==> config.mk <==
export PLATFORM = sky130hd
export DESIGN_NAME = lowent_prefix_ctrl
export DESIGN_NICKNAME = d
export VERILOG_FILES = /design/src/rtl/lowent_prefix_ctrl_pkg.sv /design/src/rtl/lowent_prefix_ctrl_ap_bank.sv /design/src/rtl/lowent_prefix_ctrl.sv
export SDC_FILE = /design/constraint.sdc
export NUM_CORES = 2
export LEC_CHECK = 0
export ABC_AREA = 0
export BUFFER_PORTS_ARGS = -buffer_cell sky130_fd_sc_hd__buf_2
export CAP_MARGIN = 20
export CORE_MARGIN = 2
export CORE_UTILIZATION = 59
export DETAILED_ROUTE_END_ITERATION = 16
export PLACE_DENSITY = 0.76
export SETUP_SLACK_MARGIN = 0.3
export SYNTH_ARGS = -nofsm -noshare
export SYNTH_HDL_FRONTEND = slang
export SYNTH_HIERARCHICAL = 1
export SYNTH_SLANG_ARGS = --single-unit
export TNS_END_PERCENT = 20
==> constraint.sdc <==
create_clock -name clk_i -period 10.8 [get_ports clk_i]
set_input_delay 2.16 -clock clk_i [delete_from_list [all_inputs] [get_ports clk_i]]
set_output_delay 2.16 -clock clk_i [all_outputs]
set_load 0.05 [all_outputs]
==> src/rtl/lowent_prefix_ctrl_pkg.sv <==
// Shared constants, state encoding and helpers for the low-entropy prefix sequencer.
package lowent_prefix_ctrl_pkg;

    localparam int NUM_CB              = 12;
    localparam int SYM_W               = 4;
    localparam int CODEBOOK_LENGTH_MAX = 64;
    localparam int ENCODE_DATALENGTH   = 21;
    localparam int AP_MAX_SYM          = CODEBOOK_LENGTH_MAX / SYM_W;

    localparam int CODE_W = 4;
    localparam int CNT_W  = 6;
    localparam int LEN_W  = 7;

    localparam logic [CODE_W-1:0] LAST_IDX = CODE_W'(NUM_CB - 1);
    localparam logic [CNT_W-1:0]  CNT_MAX  = CNT_W'(AP_MAX_SYM);

    typedef enum logic [2:0] {
        ST_IDLE   = 3'd0,
        ST_LOOKUP = 3'd1,
        ST_EMIT   = 3'd2,
        ST_FSCAN  = 3'd3,
        ST_FEMIT  = 3'd4
    } state_t;

    // Raw prefix length in bits for a flush record.
    function automatic logic [LEN_W-1:0] cnt_to_bits(input logic [CNT_W-1:0] cnt);
        return LEN_W'({1'b0, cnt} * LEN_W'(SYM_W));
    endfunction

endpackage

==> src/rtl/lowent_prefix_ctrl_ap_bank.sv <==
// Active-prefix register file: one {cnt, data} entry per codebook,
// one combinational read port by index, one write port with clear.
module lowent_prefix_ctrl_ap_bank
    import lowent_prefix_ctrl_pkg::*;
(
    input  logic                           clk_i,
    input  logic                           rst_i,
    input  logic [CODE_W-1:0]              rd_idx_i,
    output logic [CNT_W-1:0]               rd_cnt_o,
    output logic [CODEBOOK_LENGTH_MAX-1:0] rd_data_o,
    input  logic                           wr_en_i,
    input  logic                           wr_clr_i,
    input  logic [CODE_W-1:0]              wr_idx_i,
    input  logic [CNT_W-1:0]               wr_cnt_i,
    input  logic [CODEBOOK_LENGTH_MAX-1:0] wr_data_i
);

    logic [CNT_W-1:0]               cnt_all  [NUM_CB];
    logic [CODEBOOK_LENGTH_MAX-1:0] data_all [NUM_CB];

    genvar gi;
    generate
        for (gi = 0; gi < NUM_CB; gi++) begin : g_entry
            logic                           wr_sel;
            logic [CNT_W-1:0]               cnt_q;
            logic [CNT_W-1:0]               cnt_d;
            logic [CODEBOOK_LENGTH_MAX-1:0] data_q;
            logic [CODEBOOK_LENGTH_MAX-1:0] data_d;

            assign wr_sel       = wr_en_i && (wr_idx_i == CODE_W'(gi));
            assign cnt_all[gi]  = cnt_q;
            assign data_all[gi] = data_q;

            // Next entry value: hold, overwrite, or clear to empty.
            always_comb begin
                cnt_d  = cnt_q;
                data_d = data_q;
                if (wr_sel) begin
                    cnt_d  = wr_clr_i ? '0 : wr_cnt_i;
                    data_d = wr_clr_i ? '0 : wr_data_i;
                end
            end

            // Entry storage, emptied on reset.
            always_ff @(posedge clk_i) begin
                if (rst_i) begin
                    cnt_q  <= '0;
                    data_q <= '0;
                end else begin
                    cnt_q  <= cnt_d;
                    data_q <= data_d;
                end
            end
        end
    endgenerate

    // Read mux; out-of-range indices read as an empty prefix.
    always_comb begin
        rd_cnt_o  = '0;
        rd_data_o = '0;
        if (rd_idx_i <= LAST_IDX) begin
            rd_cnt_o  = cnt_all[rd_idx_i];
            rd_data_o = data_all[rd_idx_i];
        end
    end

endmodule

==> src/rtl/lowent_prefix_ctrl.sv <==
// Low-entropy prefix sequencer: grows one prefix per codebook, asks the external
// codebook_select for a match, emits codewords, and drains prefixes on flush.
module lowent_prefix_ctrl
    import lowent_prefix_ctrl_pkg::*;
(
    input  logic                           clk_i,
    input  logic                           rst_i,
    input  logic                           sym_valid_i,
    output logic                           sym_ready_o,
    input  logic [CODE_W-1:0]              sym_code_i,
    input  logic [SYM_W-1:0]               sym_data_i,
    input  logic                           flush_i,
    output logic [CODE_W-1:0]              cb_select_o,
    output logic [CNT_W-1:0]               ap_cnt_o,
    output logic [CODEBOOK_LENGTH_MAX-1:0] ap_data_o,
    input  logic                           cb_match_i,
    input  logic [CNT_W-1:0]               cb_length_i,
    input  logic [ENCODE_DATALENGTH-1:0]   cb_data_i,
    output logic                           cw_valid_o,
    input  logic                           cw_ready_i,
    output logic                           cw_flush_o,
    output logic [LEN_W-1:0]               cw_length_o,
    output logic [CODEBOOK_LENGTH_MAX-1:0] cw_data_o,
    output logic                           flush_done_o,
    output logic                           overflow_o
);

    state_t                         state_q, state_d;
    logic [CODE_W-1:0]              code_q, code_d;
    logic [CNT_W-1:0]               cand_cnt_q, cand_cnt_d;
    logic [CODEBOOK_LENGTH_MAX-1:0] cand_data_q, cand_data_d;
    logic [LEN_W-1:0]               cw_len_q, cw_len_d;
    logic [CODEBOOK_LENGTH_MAX-1:0] cw_data_q, cw_data_d;
    logic                           cw_flush_q, cw_flush_d;
    logic [CODE_W-1:0]              scan_idx_q, scan_idx_d;
    logic                           overflow_q, overflow_d;
    logic                           flush_done_q, flush_done_d;

    logic [CODE_W-1:0]              rd_idx;
    logic [CNT_W-1:0]               rd_cnt;
    logic [CODEBOOK_LENGTH_MAX-1:0] rd_data;
    logic                           wr_en, wr_clr;
    logic [CODE_W-1:0]              wr_idx;
    logic                           code_ok;

    assign code_ok = (sym_code_i <= LAST_IDX);

    lowent_prefix_ctrl_ap_bank u_bank (
        .clk_i     (clk_i),
        .rst_i     (rst_i),
        .rd_idx_i  (rd_idx),
        .rd_cnt_o  (rd_cnt),
        .rd_data_o (rd_data),
        .wr_en_i   (wr_en),
        .wr_clr_i  (wr_clr),
        .wr_idx_i  (wr_idx),
        .wr_cnt_i  (cand_cnt_q),
        .wr_data_i (cand_data_q)
    );

    // Next-state, bank access and output decode.
    always_comb begin
        state_d      = state_q;
        code_d       = code_q;
        cand_cnt_d   = cand_cnt_q;
        cand_data_d  = cand_data_q;
        cw_len_d     = cw_len_q;
        cw_data_d    = cw_data_q;
        cw_flush_d   = cw_flush_q;
        scan_idx_d   = scan_idx_q;
        overflow_d   = overflow_q;
        flush_done_d = 1'b0;
        rd_idx       = '0;
        wr_en        = 1'b0;
        wr_clr       = 1'b0;
        wr_idx       = code_q;
        sym_ready_o  = 1'b0;
        cb_select_o  = '0;
        ap_cnt_o     = '0;
        ap_data_o    = '0;
        cw_valid_o   = 1'b0;
        cw_flush_o   = 1'b0;
        cw_length_o  = '0;
        cw_data_o    = '0;

        case (state_q)
            ST_IDLE: begin
                sym_ready_o = 1'b1;
                rd_idx      = code_ok ? sym_code_i : '0;
                if (sym_valid_i) begin
                    if (code_ok) begin
                        code_d      = sym_code_i;
                        cand_cnt_d  = rd_cnt + CNT_W'(1);
                        cand_data_d = (rd_data << SYM_W)
                                    | {{(CODEBOOK_LENGTH_MAX-SYM_W){1'b0}}, sym_data_i};
                        state_d     = ST_LOOKUP;
                    end else begin
                        // Unknown codebook: swallow the symbol, flag it.
                        overflow_d = 1'b1;
                    end
                end else if (flush_i) begin
                    scan_idx_d = '0;
                    state_d    = ST_FSCAN;
                end
            end

            ST_LOOKUP: begin
                cb_select_o = code_q;
                ap_cnt_o    = cand_cnt_q;
                ap_data_o   = cand_data_q;
                wr_en       = 1'b1;
                if (cb_match_i) begin
                    cw_len_d   = {1'b0, cb_length_i};
                    cw_data_d  = {{(CODEBOOK_LENGTH_MAX-ENCODE_DATALENGTH){1'b0}}, cb_data_i};
                    cw_flush_d = 1'b0;
                    wr_clr     = 1'b1;
                    state_d    = ST_EMIT;
                end else if (cand_cnt_q == CNT_MAX) begin
                    // Full prefix with no codeword: discard it.
                    overflow_d = 1'b1;
                    wr_clr     = 1'b1;
                    state_d    = ST_IDLE;
                end else begin
                    state_d = ST_IDLE;
                end
            end

            ST_EMIT: begin
                cw_valid_o  = 1'b1;
                cw_flush_o  = cw_flush_q;
                cw_length_o = cw_len_q;
                cw_data_o   = cw_data_q;
                if (cw_ready_i) begin
                    state_d = ST_IDLE;
                end
            end

            ST_FSCAN: begin
                rd_idx = scan_idx_q;
                if (rd_cnt != '0) begin
                    cw_len_d   = cnt_to_bits(rd_cnt);
                    cw_data_d  = rd_data;
                    cw_flush_d = 1'b1;
                    state_d    = ST_FEMIT;
                end else if (scan_idx_q == LAST_IDX) begin
                    flush_done_d = 1'b1;
                    state_d      = ST_IDLE;
                end else begin
                    scan_idx_d = scan_idx_q + CODE_W'(1);
                end
            end

            ST_FEMIT: begin
                cw_valid_o  = 1'b1;
                cw_flush_o  = cw_flush_q;
                cw_length_o = cw_len_q;
                cw_data_o   = cw_data_q;
                if (cw_ready_i) begin
                    wr_en  = 1'b1;
                    wr_clr = 1'b1;
                    wr_idx = scan_idx_q;
                    if (scan_idx_q == LAST_IDX) begin
                        flush_done_d = 1'b1;
                        state_d      = ST_IDLE;
                    end else begin
                        scan_idx_d = scan_idx_q + CODE_W'(1);
                        state_d    = ST_FSCAN;
                    end
                end
            end

            default: state_d = ST_IDLE;
        endcase
    end

    // State and datapath registers.
    always_ff @(posedge clk_i) begin
        if (rst_i) begin
            state_q      <= ST_IDLE;
            code_q       <= '0;
            cand_cnt_q   <= '0;
            cand_data_q  <= '0;
            cw_len_q     <= '0;
            cw_data_q    <= '0;
            cw_flush_q   <= 1'b0;
            scan_idx_q   <= '0;
            overflow_q   <= 1'b0;
            flush_done_q <= 1'b0;
        end else begin
            state_q      <= state_d;
            code_q       <= code_d;
            cand_cnt_q   <= cand_cnt_d;
            cand_data_q  <= cand_data_d;
            cw_len_q     <= cw_len_d;
            cw_data_q    <= cw_data_d;
            cw_flush_q   <= cw_flush_d;
            scan_idx_q   <= scan_idx_d;
            overflow_q   <= overflow_d;
            flush_done_q <= flush_done_d;
        end
    end

    assign overflow_o   = overflow_q;
    assign flush_done_o = flush_done_q;

endmodule

After elaboration in Yosys (flattened, before gate mapping)
Index checks and enable logic that the tools add are counted.

Flip-flop bits (word level): 995. Latch bits: 0. Bits in writable memories: 0. Bits in read-only memories: 0. Input port bits: 41. Output and inout bits: 150. Memories: 0.

$add $sub $neg: 2. $mul: 0. Divide/modulo/power cells: 0. Order comparisons: 3. Eq/ne operators: 31. Shifts and indexed selects: 0. Mux-type cells: 61. Bitwise gates (word level): 2. Reduce and logical (&&, ||, !) cells: 24.

Operators by type and width (count): $mux W64 (8); $bmux W64 S4 (1); $pmux W64 S2 (1); $or A64 B4 Y64 (1); $mux W4 (9); $mux W6 (5); $bmux W6 S4 (1); $ne A2 B2 Y1 const B (11); $mux W3 (7); $mux W7 (3); $eq A4 B4 Y1 const B (5); $eq A4 B3 Y1 const B (4); $mux W1 (15); $pmux W3 S5 (1); $reduce_and A5 Y1 (3); $pmux W7 S2 (1); $logic_and A1 B1 Y1 (12); $pmux W4 S3 (1); $pmux W1 S2 (5); $ne A3 B3 Y1 const B (3); $eq A4 B2 Y1 const B (2); $le A4 B4 Y1 const B (2); $pmux W4 S2 (1); $add A6 B1 Y6 const B (1); other kinds (16) (20).

Depth between registers and ports, before layout
Word-level depth: 11. Mapped depth: 20. Depth with buffers taken out: 12.

Hierarchy
The synthesis kept the hierarchy.

By module, submodules not included: lowent_prefix_ctrl_ap_bank (times used 1, cells each 4475, area an instance 38454.4 µm², seq. area each 16816.1 µm²); lowent_prefix_ctrl (times used 1, cells each 928, area an instance 7086.8 µm², seq. area each 3103.0 µm²).

Worst setup path before layout
No wires, ideal clock.

Kind: in2reg. Start point: in sym_code_i[2]. End point: reg scan_idx_q[2]. Library setup time: 133 ps. Arrival time: 5349 ps. Path slack: 5317 ps. Stages: 15. Cells stage by stage: a2111oi_2 -> a22o_1 -> buf_4 -> buf_2 -> buf_2 -> mux4_2 -> a22oi_1 -> nand2_1 -> inv_1 -> ha_1 -> nor4b_2 -> a21oi_1 -> buf_2 -> o41ai_1 -> o41ai_1.

Cells in the longest elaborated chain, start to end: 11. Elaborated cells on any way between the ends: 12. Those cells by class: order compare: 2; eq/ne: 1; mux: 6; bitwise: 1; reduce/logical: 2.

Ends and longest elaborated chain: from (decl) (RTL line lowent_prefix_ctrl.sv:10) `input logic [CODE_W-1:0] sym_code_i,`; $le A4 B4 Y1 (*) (RTL line lowent_prefix_ctrl.sv:46) `assign code_ok = (sym_code_i <= LAST_IDX);`; $mux W4 (*) (RTL line lowent_prefix_ctrl.sv:89) `rd_idx = code_ok ? sym_code_i : '0;`; $pmux W4 S2 (*) (RTL line lowent_prefix_ctrl.sv:86) `case (state_q)`; named net rd_idx[1] (RTL line lowent_prefix_ctrl.sv:39) `logic [CODE_W-1:0] rd_idx;`; $not A4 Y5 (not written as such) (RTL line lowent_prefix_ctrl_ap_bank.sv:62) `rd_cnt_o = cnt_all[rd_idx_i];`; $bmux W6 S4 (RTL line lowent_prefix_ctrl_ap_bank.sv:62); $mux W6 (not written as such) (2 in a row) (RTL line lowent_prefix_ctrl_ap_bank.sv:62); $mux W6 (*) (RTL line lowent_prefix_ctrl_ap_bank.sv:61) `if (rd_idx_i <= LAST_IDX) begin`; named net rd_cnt[0] (RTL line lowent_prefix_ctrl.sv:40) `logic [CNT_W-1:0] rd_cnt;`; $reduce_bool A6 Y1 (*) (RTL line lowent_prefix_ctrl.sv:140) `if (rd_cnt != '0) begin`; $ne A2 B2 Y1 (no source line) (*); $reduce_and A5 Y1 (no source line) (*); to (signal assigned) (RTL line lowent_prefix_ctrl.sv:197) `scan_idx_q <= scan_idx_d;`; to (decl) (RTL line lowent_prefix_ctrl.sv:35) `logic [CODE_W-1:0] scan_idx_q, scan_idx_d;`.

Mark *: on every way through the listed nets, which the timed path passes. The rest lies on a longest branch. The select of a mux whose other input is x is not followed. A chain may end at the register's enable or synchronous reset.

Worst setup path in the final report
Start point: in sym_code_i[2]. End point: reg cw_data_q[21].

Cells in the longest elaborated chain, start to end: 11. Elaborated cells on any way between the ends: 18. Those cells by class: order compare: 2; eq/ne: 1; mux: 12; bitwise: 1; reduce/logical: 2.

Ends and longest elaborated chain: $le A4 B4 Y1 (*) (RTL line lowent_prefix_ctrl.sv:46); $mux W4 (*) (RTL line lowent_prefix_ctrl.sv:89); $pmux W4 S2 (*) (RTL line lowent_prefix_ctrl.sv:86); named net rd_idx[0] (RTL line lowent_prefix_ctrl.sv:39); $not A4 Y5 (not written as such) (RTL line lowent_prefix_ctrl_ap_bank.sv:62); $bmux W6 S4 (RTL line lowent_prefix_ctrl_ap_bank.sv:62); $mux W6 (not written as such) (2 in a row) (RTL line lowent_prefix_ctrl_ap_bank.sv:62); $mux W6 (*) (RTL line lowent_prefix_ctrl_ap_bank.sv:61); named net rd_cnt[0] (RTL line lowent_prefix_ctrl.sv:40); $reduce_bool A6 Y1 (*) (RTL line lowent_prefix_ctrl.sv:140); $ne A2 B2 Y1 (no source line) (*); $reduce_and A3 Y1 (no source line) (*); to (signal assigned) (RTL line lowent_prefix_ctrl.sv:195) `cw_data_q <= cw_data_d;`; to (decl) (RTL line lowent_prefix_ctrl.sv:33) `logic [CODEBOOK_LENGTH_MAX-1:0] cw_data_q, cw_data_d;`.

Marks and branches as above.

==> metrics.txt <==
cells taking the most area after synthesis=dfxtp_1 44%, a21oi_1 11%, mux4_2 10%; standby leakage power=15.8 nW; layout cell share with drive strength beyond 1=12.7%; Final setup viols=0; overall routing resource usage=34.3%; Yosys warning count=6; synthesized netlist net count=5447; crit path launch=sym_code_i[2]; Fmax=146 MHz; pin count of the biggest net entering global routing=226; later-pin clock latency in the skew report=660 ps; vias in the first global route=39154; largest stage delay on the critical path=800 ps; Required @ worst endpoint=11360 ps; CTS max path bufs=3; Hold Path Stages=2; Root Buffer=clkbuf_16; final worst setup slack=3970 ps; count of flip-flops with a built-in enable after synthesis=0; async set-reset flop share out of synthesis=0%; Most used DFF post-synth=dfxtp_1; Total Neg Setup Slack=0 ps; gp weighted congestion=0.834; worst hold margin=460 ps; setup bufs post-CTS=0; Worst Reg2Reg Path Length in Cells=13; DPL Wire Length=70100 um; Net count, final=5105; TritonCTS clock tree=yes; cells after synthesis=5403; sequential fraction of the synthesis area=43.7%; clock slew seen by the registers of the worst setup and hold paths=60 ps; end of the worst register-to-register path=cw_data_q[0]; Syn Area/Cell=8.43 um2; die height=282 um; Final Critical Period=6830 ps; number of H-tree branching levels=3; number of CTS-inserted buffers=99; synth unique cells=57; Sink Count=995; Critical Path Source Type=input pin; initial antenna violation count=6; count of nets left with antenna violations after detail routing=0; setup repair after global routing missed its margin=no; first-pass GRT wire length=219000 um; dominant cell type by area after synthesis=dfxtp_1; arrival time reported for the critical path endpoint=7390 ps; basic-gate share of the synthesized area counting and, or, nand and nor cells=16.9%; number of filler cells placed in the layout=6255; adder and majority cell fraction of the synthesized area=0.0824%; total I/O pin count=191; critical-path maximum fanout=44; share of the synthesized area in compound gates (AO/OA/AOI/OAI)=21.9%; number of register bits inferred by synthesis=995; status=complete, no violations; total instance count after detailed placement=5989; Final Power=8.78 mW; Rel. slew slack=2.87%; Synth Cell Area=45500 um2; PortBufs=190; area share of the largest cell type after synthesis=43.7%; Iteration-0 DRC Markers=5920; number of resized instances in the post-cts repair step=0; minimum setup slack after placement=3400 ps; horizontal extent of the die=282 um; flop2flop setup slack=4960 ps; Crit-path slowest cell=a22o_4; class of the most critical setup path=in -> reg; Worst VDD drop=0.000190 V; Area Growth Syn to Fin=7.38%; final hold violation count=0; timing endpoint of the critical path=cw_data_q[21]; portion of netlist area occupied by mux cells=10.5%; worst hold-check path type=reg -> reg; largest clock skew in the final design=18.0 ps; hold path startpoint=cw_data_q[57]; total count of max-transition violations in the final report=0; number of vias per cell after detailed routing=6.78; post-DR wirelength/cell=22.7 um; core region area=76200 um2; number of DRC violations after detailed routing=0; 1st-pass router iterations=5; Routed WL=140000 um; measured slew at the worst slew-check pin=1460 ps; vias post-DR=41843; starting density of the core=59.8%; pwr/cell area=180 nW/um2; list of cells traversed by the critical path=buf_2, a2111oi_2, a22o_4, nor2b_4, buf_4, a22oi_1, nand2_1, inv_1, ha_1, nor4b_2, a21oi_4, buf_4, nand2_1, a21oi_1; global route overflow=0; max_cap viols=0; combinational family with the most area after synthesis=compound AO/OA/AOI/OAI gates; Post-Layout Cell Count=6172; row cnt=101; DIE AREA=79400 um2; worst reg2reg path startpoint=state_q[2]; crit share post-route=63.2%; fraction of synthesized cell area in xor and xnor cells=0.0962%; hold-fix buffer count after cts=0; sort of element at the end of the critical path=flip-flop
how the worst min path moves through the flow:
stage | to | slack, ps
final | cw_data_q[57] | 460
after floorplan | cand_data_q[0] | 440
after global routing | cw_data_q[57] | 480
after global placement | cw_len_q[0] | 450
after CTS | cw_data_q[57] | 460
after detailed placement | cw_data_q[57] | 450
metal layers:
| metal | track usage [%] | wire (um) | up-vias | share of wire [%] |
|---|---|---|---|---|
| li1 | - | - | 18700 | - |
| met1 | 48.2 | 56100 | 20185 | 40 |
| met2 | 52.5 | 62700 | 2652 | 45 |
| met3 | 7.39 | 17800 | 302 | 13 |
| met4 | 11.3 | 3590 | 4 | 2.6 |
| met5 | 0 | 16 | - | 0.011 |
cell usage in the layout, fill, tap and decap left out, drive strengths merged, types with 18 or more instances in the layout:
master	synthesis	routed
a21oi	958	958
a22oi	70	70
a311oi	25	25
and2	150	150
buf	209	248
clkbuf	482	148
clkinv	0	18
dfxtp	995	995
mux4	210	210
nand2	376	376
nand3	890	890
nor2b	75	75
nor3	26	26
o21ai	843	843
state kept, by name, summed over array words and instances, names as in the netlist, 4 cells and up:
name                   flops
cw_data_q                 64
u_bank/g_entry.cnt_q      72
cand_cnt_q                 6
u_bank/g_entry.data_q    768
cw_len_q                   7
cand_data_q               64
code_q                     4
scan_idx_q                 4
worst max-delay path, delay by kind of cell:
family / cells / cell delay (ps)
AO/OA/AOI/OAI: 5 / 2620
buffers and inverters: 4 / 1490
AND/OR/NAND/NOR: 4 / 850
adder cells (fa/ha/maj): 1 / 200
cells by family after synthesis:
kind of cell,Yosys count
buf+inv,697
flops,995
xor+xnor,5
simple gates,1563
fa+ha+maj,3
mux,216
compound gates,1924
per-stage QoR:
| step | area (um2) | utilization, % |
|---|---|---|
| after global placement | 45500 | 59.7 |
| final | 48900 | 64.2 |
| after detailed placement | 45500 | 59.7 |
| after global routing | 48900 | 64.2 |
| after floorplan | 45500 | - |
| after CTS | 48900 | 64.1 |
power by group:
group | switching [mW] | internal [mW]
combinational | 1.21 | 0.267
clock | 1.47 | 2.10
sequential | 0.0284 | 3.70
layout make-up:
class,count,area (um2),area share [%]
Tap cell,1030,1290,2.64
Clock inverter,30,364,0.745
Timing Repair Buffer,248,1520,3.11
Multi-Input combinational cell,3711,22800,46.6
Inverter,6,22.5,0.0461
Clock buffer,148,3000,6.14
Sequential cell,995,19900,40.7
Antenna cell,4,10.0,0.0205
synthesized netlist by cell type (4+ instances only):
cell type / number
buf_1: 21
a22oi_1: 70
a21oi_1: 958
xnor2_1: 4
o21ai_0: 643
mux4_2: 210
nor2b_1: 75
and2_1: 149
a22o_1: 4
nand2b_1: 4
nor3_1: 26
mux2_2: 4
buf_4: 4
dfxtp_1: 995
a311oi_1: 25
buf_6: 29
buf_2: 155
o21ai_1: 200
nand2_1: 376
a211oi_1: 10
inv_1: 6
clkbuf_1: 482
nor2_1: 16
and3b_1: 4
nand3_1: 890
Note: power is estimated with default switching activity, not from simulation.
